File: src/rtl/adder_rr_scheduler.sv
// Round-robin scheduler sharing one W-bit carry-look-ahead adder and a 7-segment BCD display.
// Define XACT_COUNT_EN to add the 8-bit completed-transaction counter output xact_cnt.
module adder_rr_scheduler #(
    parameter int NREQ        = 4,
    parameter int W           = 2,
    parameter int HOLD_CYCLES = 8
) (
    input  logic              clk,
    input  logic              rst_n,
    input  logic [NREQ-1:0]   req,
    input  logic [NREQ*W-1:0] a_in,
    input  logic [NREQ*W-1:0] b_in,
    output logic [NREQ-1:0]   gnt,
    output logic [2:0]        owner,
    output logic              busy,
    output logic [W:0]        sum_out,
    output logic              done,
`ifdef XACT_COUNT_EN
    output logic [7:0]        xact_cnt,
`endif
    output logic [6:0]        seg
);

    // state | meaning
    // IDLE  | waiting for a request; grant, owner and operand latch on the accepting edge
    // ADD   | one cycle: register the look-ahead sum and its display code, load hold timer
    // HOLD  | result on display; timer counts down, terminal count pulses done

    localparam int CW = (HOLD_CYCLES > 1) ? $clog2(HOLD_CYCLES) : 1;

    typedef enum logic [1:0] {
        IDLE = 2'd0,
        ADD  = 2'd1,
        HOLD = 2'd2
    } state_t;

    state_t          state_q, state_d;
    logic [NREQ-1:0] gnt_d;
    logic [2:0]      owner_d;
    logic [2:0]      last_q, last_d;
    logic [W-1:0]    a_lat, a_lat_d;
    logic [W-1:0]    b_lat, b_lat_d;
    logic [W:0]      sum_d;
    logic [6:0]      seg_d;
    logic [CW-1:0]   cnt_q, cnt_d;
    logic            done_d;

    logic [7:0]      req_ext;
    logic [2:0]      cand;
    logic [2:0]      pick_idx;
    logic            pick_found;
    logic [W-1:0]    a_sel, b_sel;

    logic [W-1:0]    g, p;
    logic [W:0]      c;
    logic [W:0]      sum_cla;

    function automatic logic [6:0] seg_dec(input logic [3:0] v);
        logic [6:0] s;
        case (v)
            4'd0:    s = 7'b1000000;
            4'd1:    s = 7'b1111001;
            4'd2:    s = 7'b0100100;
            4'd3:    s = 7'b0110000;
            4'd4:    s = 7'b0011001;
            4'd5:    s = 7'b0010010;
            4'd6:    s = 7'b0000010;
            4'd7:    s = 7'b1111000;
            4'd8:    s = 7'b0000000;
            4'd9:    s = 7'b0010000;
            default: s = 7'b1111111;
        endcase
        return s;
    endfunction

    assign req_ext = 8'(req);

    // Search starts just past the last served requester, so it gets lowest priority.
    always_comb begin
        pick_found = 1'b0;
        pick_idx   = '0;
        cand       = '0;
        for (int i = 1; i <= NREQ; i++) begin
            cand = 3'((int'(last_q) + i) % NREQ);
            if (!pick_found && req_ext[cand]) begin
                pick_found = 1'b1;
                pick_idx   = cand;
            end
        end
    end

    always_comb begin
        a_sel = '0;
        b_sel = '0;
        for (int i = 0; i < NREQ; i++) begin
            if (3'(i) == pick_idx) begin
                a_sel = a_in[i*W +: W];
                b_sel = b_in[i*W +: W];
            end
        end
    end

    always_comb begin
        g    = a_lat & b_lat;
        p    = a_lat ^ b_lat;
        c    = '0;
        for (int i = 0; i < W; i++) begin
            c[i+1] = g[i] | (p[i] & c[i]);
        end
        sum_cla = {c[W], p ^ c[W-1:0]};
    end

    always_comb begin
        state_d = state_q;
        gnt_d   = gnt;
        owner_d = owner;
        last_d  = last_q;
        a_lat_d = a_lat;
        b_lat_d = b_lat;
        sum_d   = sum_out;
        seg_d   = seg;
        cnt_d   = cnt_q;
        done_d  = 1'b0;
        case (state_q)
            IDLE: begin
                if (pick_found) begin
                    for (int i = 0; i < NREQ; i++) begin
                        gnt_d[i] = (3'(i) == pick_idx);
                    end
                    owner_d = pick_idx;
                    a_lat_d = a_sel;
                    b_lat_d = b_sel;
                    state_d = ADD;
                end
            end
            ADD: begin
                sum_d   = sum_cla;
                seg_d   = seg_dec(4'(sum_cla));
                cnt_d   = CW'(HOLD_CYCLES - 1);
                state_d = HOLD;
            end
            HOLD: begin
                if (cnt_q == '0) begin
                    done_d  = 1'b1;
                    gnt_d   = '0;
                    last_d  = owner;
                    state_d = IDLE;
                end else begin
                    cnt_d = cnt_q - 1'b1;
                end
            end
            default: state_d = IDLE;
        endcase
    end

    always_ff @(posedge clk or negedge rst_n) begin
        if (!rst_n) begin
            state_q <= IDLE;
            gnt     <= '0;
            owner   <= '0;
            last_q  <= 3'(NREQ - 1);
            a_lat   <= '0;
            b_lat   <= '0;
            sum_out <= '0;
            seg     <= 7'b1111111;
            cnt_q   <= '0;
            done    <= 1'b0;
        end else begin
            state_q <= state_d;
            gnt     <= gnt_d;
            owner   <= owner_d;
            last_q  <= last_d;
            a_lat   <= a_lat_d;
            b_lat   <= b_lat_d;
            sum_out <= sum_d;
            seg     <= seg_d;
            cnt_q   <= cnt_d;
            done    <= done_d;
        end
    end

    assign busy = (state_q != IDLE);

`ifdef XACT_COUNT_EN
    always_ff @(posedge clk or negedge rst_n) begin
        if (!rst_n) begin
            xact_cnt <= '0;
        end else if (done) begin
            xact_cnt <= xact_cnt + 8'd1;
        end
    end
`endif

endmodule
File: config.mk
export PLATFORM = sky130hd
export DESIGN_NAME = adder_rr_scheduler
export DESIGN_NICKNAME = d
export VERILOG_FILES = /design/src/rtl/adder_rr_scheduler.sv
export SDC_FILE = /design/constraint.sdc
export NUM_CORES = 1
export LEC_CHECK = 0
export ABC_CLOCK_PERIOD_IN_PS = 2700
export BUFFER_PORTS_ARGS = -buffer_cell sky130_fd_sc_hd__buf_2
export CAP_MARGIN = 10
export CORE_MARGIN = 2
export CORE_UTILIZATION = 45
export DETAILED_ROUTE_END_ITERATION = 8
export PLACE_DENSITY = 0.7
export REMOVE_ABC_BUFFERS = 1
export SLEW_MARGIN = 10
export SYNTH_ARGS = -nofsm -noshare
export SYNTH_HDL_FRONTEND = slang
export SYNTH_SLANG_ARGS = --single-unit
File: constraint.sdc
create_clock -name clk -period 2.7 [get_ports clk]
set_clock_uncertainty 0.2 [all_clocks]
set_input_delay 0.54 -clock clk [delete_from_list [all_inputs] [get_ports clk]]
set_output_delay 0.54 -clock clk [all_outputs]
set_load 0.01 [all_outputs]
### Word-level counts from Yosys, hierarchy flattened

Memories as Yosys holds them, arrays and structs flattened. A register that Yosys moved wholly into a read port is not among the register bits.
Index checks and enable logic that the tools add are counted.

| storage, ports and cells | value |
|---|---|
| memories | 1 |
| logic and storage cells | 92 |
| output and inout port bits | 19 |
| latch bits | 0 |
| register bits after elaboration | 22 |
| bits in writable memories | 0 |
| bits in read-only memories | 56 |

Memories:

| memory | words | bits a word | rd ports | clocked after memory_dff | write ports | RTL line | source |
|---|---|---|---|---|---|---|---|
| (no name shown) | 8 | 7 | 1 | 1 | 0 | 60 | `case (v)` |

| cells by class | value |
|---|---|
| shift-type cells | 0 |
| magnitude comparators | 4 |
| reductions and logical operators | 22 |
| bitwise gates (word level) | 9 |
| eq/ne operators | 8 |
| add/subtract/negate cells | 5 |
| multiplexer cells | 34 |
| div/mod/pow operators | 0 |
| $mul | 0 |

Operator list:

| cell | count |
|---|---|
| 2-bit 2-to-1 mux | 10 |
| 3-bit by 4-bit less-than comparator with 1-bit output, second input constant | 4 |
| 3-bit 2-to-1 mux | 5 |
| 1-bit binary-select mux with 3-bit select | 4 |
| 1-bit 2-to-1 mux | 10 |
| 4-bit 2-to-1 mux | 2 |
| 4-bit one-hot mux with 2 select lines | 1 |
| 2-bit AND reduction | 4 |
| 2-bit OR reduction | 4 |
| 2-bit by 3-bit == test with 1-bit output, first input constant | 2 |
| 3-bit zero test | 2 |
| 2-bit inequality test, second input constant | 3 |
| 2-bit one-hot mux with 3 select lines | 1 |
| 3-bit one-hot mux with 2 select lines | 1 |
| 2-bit nonzero test | 3 |
| 2-bit by 1-bit adder with 2-bit output, second input constant | 2 |
| 2-bit adder, second input constant | 2 |
| 1-bit bitwise AND, first input constant | 4 |
| 1-bit zero test | 4 |
| 2-bit bitwise XOR | 2 |
| 1-bit by 3-bit == test with 1-bit output, first input constant | 1 |
| 1-bit logical AND | 3 |
| 3-bit AND reduction | 1 |
| 3-bit by 1-bit subtractor with 3-bit output, second input constant | 1 |
| other kinds (6) | 6 |

### Logic depth before layout (Yosys ltp)

| depth | value |
|---|---|
| depth after elaboration | 20 |
| gate-level depth with buffers | 7 |
| gate-level depth less buffers | 7 |

### Worst setup path before layout

Ideal clock, no wire load.

| timing path | value |
|---|---|
| path type | flip-flop to flip-flop |
| start | register a_lat[0] |
| end | register seg[3] |
| slack | 0.730 ns |
| data arrival time | 1.685 ns |
| required time | 2.415 ns |
| stages on the path, launching flop included | 8 |
| library setup time | 0.085 ns |
| path through | dfrtp_1 ha_1 fa_1 inv_1 ha_1 nor2b_1 a21oi_1 o21ai_0 |

| between the ends | value |
|---|---|
| elaborated cells on any way between the ends | 5 |
| those cells by class | bitwise: 5 |

RTL lines:

| item | RTL line | source |
|---|---|---|
| from (decl) | 41 | `logic [W-1:0] a_lat, a_lat_d;` |
| from (signal assigned) | 173 | `a_lat <= a_lat_d;` |
| 2-bit bitwise AND | 104 | `g = a_lat & b_lat;` |
| 2-bit bitwise XOR | 110 | `sum_cla = {c[W], p ^ c[W-1:0]};` |
| net sum_cla[1] | 56 | `logic [W:0] sum_cla;` |
| to (decl) | 21 | `output logic [6:0] seg` |

The timed path passes the listed nets, and every way through them passes these cells.
A chain may end at the register's enable or synchronous reset.

### Final worst setup path

Same ends and word-level chain as after synthesis.

==> metrics.md <==
| Metric | Value |
|---|---|
| GRT overflow | 0 |
| Kind of critical path | flop to flop |
| Synthesized area | 1550 um2 |
| Multi-input logic area | 752 um2 |
| Clock sink total | 28 |
| Layout Nets | 224 |
| Worst Setup End Kind | flop |
| Setup TNS | 0 ns |
| Via count | 1165 |
| Layout cells sized above 1 | 34.0% |
| DPL Wire Length | 2150 um |
| Critical Path, Cell by Cell | ha_1, fa_1, inv_1, ha_1, nor2b_1, a21oi_1, o21ai_0 |
| Failing checks | negative hold slack |
| Status | finished, violations left |
| Clock root cell | clkbuf_4 |
| Worst Path Max Fanout | 5 |
| VDD IR max | 0.408 mV |
| Seq/Total Area, Yosys | 46.0% |
| Syn avg cell area | 9.91 um2 |
| Cells after DPL | 233 |
| Ys flop type | dfrtp_1 |
| Width of the die | 62.6 um |
| # resized after CTS | 0 |
| DIE AREA | 3920 um2 |
| Initial core utilization | 46.7% |
| Maxcap violations | 0 |
| Drt wl/cell | 11.9 um |
| Final wirelength | 2810 um |
| Worst setup startpoint | a_lat[0] |
| Htree depth | 1 |
| Post-CTS Setup Bufs | 0 |
| RSZ-0062 raised after global routing | no |
| Tot GR Track Use | 15.8% |
| Crit start category | flop |
| GP Congestion | 0.806 |
| Seq cells post-synth | 28 |
| Final Core Density | 53.7% |
| Clk_lat worst skew | 0.32 ns |
| Type of the worst min-delay path | input pin to async pin |
| Final hold violations | 4 |
| Cts bufs inserted | 3 |
| Critical Path AT | 2.17 ns |
| Port buffer count | 39 |
| Reg2reg start | a_lat[0] |
| Initial antenna violation count | 0 |
| # DRC | 0 |
| Reg clk slew, reported paths | 0.15 ns |
| TritonRoute pass-1 iters | 4 |
| Io pins | 41 |
| Antenna Cells | 0 |
| Synth Instances | 156 |
| Final Non-Filler Cells | 237 |
| Dpl ws | 0.524 ns |
| WP data required | 2.75 ns |
| Fin. max-slew vios | 0 |
| Register area | 712 um2 |
| DR iter-0 viols | 32 |
| FMAX | 470 MHz |
| Yosys warnings | 0 |
| CTS tree | yes |
| CP most frequent cell | ha_1 |
| R2r setup slk | 0.57 ns |
| Global-route wire length before repair | 5040 um |
| ANT nets after route | 0 |
| Hold Slack | -0.00859 ns |
| Synth-to-layout area growth | 15.0% |
| CTS hold repair buffers | 0 |
| Leakage | 0.870 nW |
| Final setup margin | 0.574 ns |
| Worst r2r path cells | 7 |
| Synth cell types | 37 |
| Vias in the first global route | 1159 |
| Floorplan row count | 21 |
| Endpoints failing setup | 0 |
| Fin crit period | 2.13 ns |
| Final Total Pwr | 0.00196 W |
| Largest net degree at the start of global routing | 29 |
| Max stage delay cell, worst path | fa_1 |
| EDFF count, synth | 0 |
| Reg-to-reg endpoint | seg[3] |
| Worst-Margin Slew | 0.814 ns |
| Period Utilization, post-route | 78.7% |
| Chip height | 62.6 um |
| Vias per inst | 4.92 |
| Core Area | 3310 um2 |
| Clock Path Buffers | 2 |
| Filler Cells Inserted | 322 |
| Power Density | 1100 nW/um2 |
| Asr flop ratio synth | 100% |
| Relative slew slack | 45.4% |
| CP max stage delay | 0.58 ns |
[critical path: cells and delay by family, from the launching register on]
family,cells,cell delay (ns)
flops,1,0.41
fa+ha+maj,3,0.99
simple gates,1,0.13
buf+inv,1,0.12
compound gates,2,0.21
[how the worst max path moves through the flow]
stage                          end  depth (start not counted)  slack [ns]
after global placement    a_lat[1]                          6        0.56
final                       seg[3]                          7        0.57
after detailed placement  b_lat[0]                          6        0.52
after CTS                   seg[3]                          7        0.55
after floorplan             seg[0]                          7        0.71
after global routing      a_lat[0]                          5        0.40
[cell usage after synthesis, types with 2 or more instances]
cell type	number	area, um2
o22a_2	2	20.0
buf_4	2	15.0
nor2_1	9	33.8
nand2_1	30	113
o22a_1	2	17.5
nor2b_1	2	12.5
nand3_1	6	30.0
a32o_1	2	20.0
o21ai_0	13	65.1
dfrtp_1	19	475
a21oi_1	5	25.0
nand3b_1	2	15.0
inv_1	6	22.5
dfstp_2	9	236
clkbuf_1	3	11.3
a21o_2	2	17.5
mux2i_1	5	50.1
o311ai_1	4	35.0
mux2_2	5	56.3
nand2b_1	3	18.8
ha_1	9	113
[state kept, by name, summed over array words and instances, names as in the netlist]
signal,cells
seg,7
gnt,4
cnt_q,3
sum_out,3
a_lat,2
b_lat,2
last_q,2
owner,2
state_q,2
done,1
[layout make-up]
cell class                      count  share of cell area [%]
Multi-Input combinational cell    113                    42.3
Clock buffer                        4                    2.04
Timing Repair Buffer               39                    11.0
Inverter                            7                    1.48
Tap cell                           46                    3.23
Sequential cell                    28                    40.0
[per-layer routing]
layer	vias up	part of all wire [%]	wire length (um)	GRT usage (%)
li1	603	-	-	-
met1	542	45	1260	19.9
met2	18	52	1460	28.0
met3	2	2.0	57	1.80
met4	0	1.2	34	5.83
met5	-	0	0	0
[cells in the final DEF, fill, tap and decap left out, types with 5 or more instances in the layout]
cell type	instances
a21oi_1	5
ha_1	9
mux2i_1	5
nand2_1	30
mux2_2	5
inv_1	6
o21ai_0	13
buf_2	39
nor2_1	9
dfstp_2	9
dfrtp_1	19
nand3_1	6
[kinds of logic after synthesis]
logic type | after synthesis | share of synthesized area (%)
multiplexers | 10 | 6.88
AO/OA/AOI/OAI | 35 | 16.1
buffers and inverters | 15 | 5.34
adder cells (fa/ha/maj) | 10 | 8.58
flip-flops | 28 | 46.0
other | 1 | 0.242
AND/OR/NAND/NOR | 57 | 16.8
[power breakdown]
group	leakage [nW]	switching, W	internal [W]
Combinational	0.523	0.000569	0.000429
Clock	0.0210	0.000120	0.0000824
Sequential	0.325	0.000126	0.000632
[per-stage QoR]
stage	hold WS (ns)	instance area (um2)
6_report	-0.00859	1780
3_5_place_dp	0.268	1740
5_1_grt	0.0303	1780
3_3_place_gp	0.260	1740
2_1_floorplan	0.0444	1490
4_1_cts	0.0135	1780
Power figures use the tool's default switching activity.
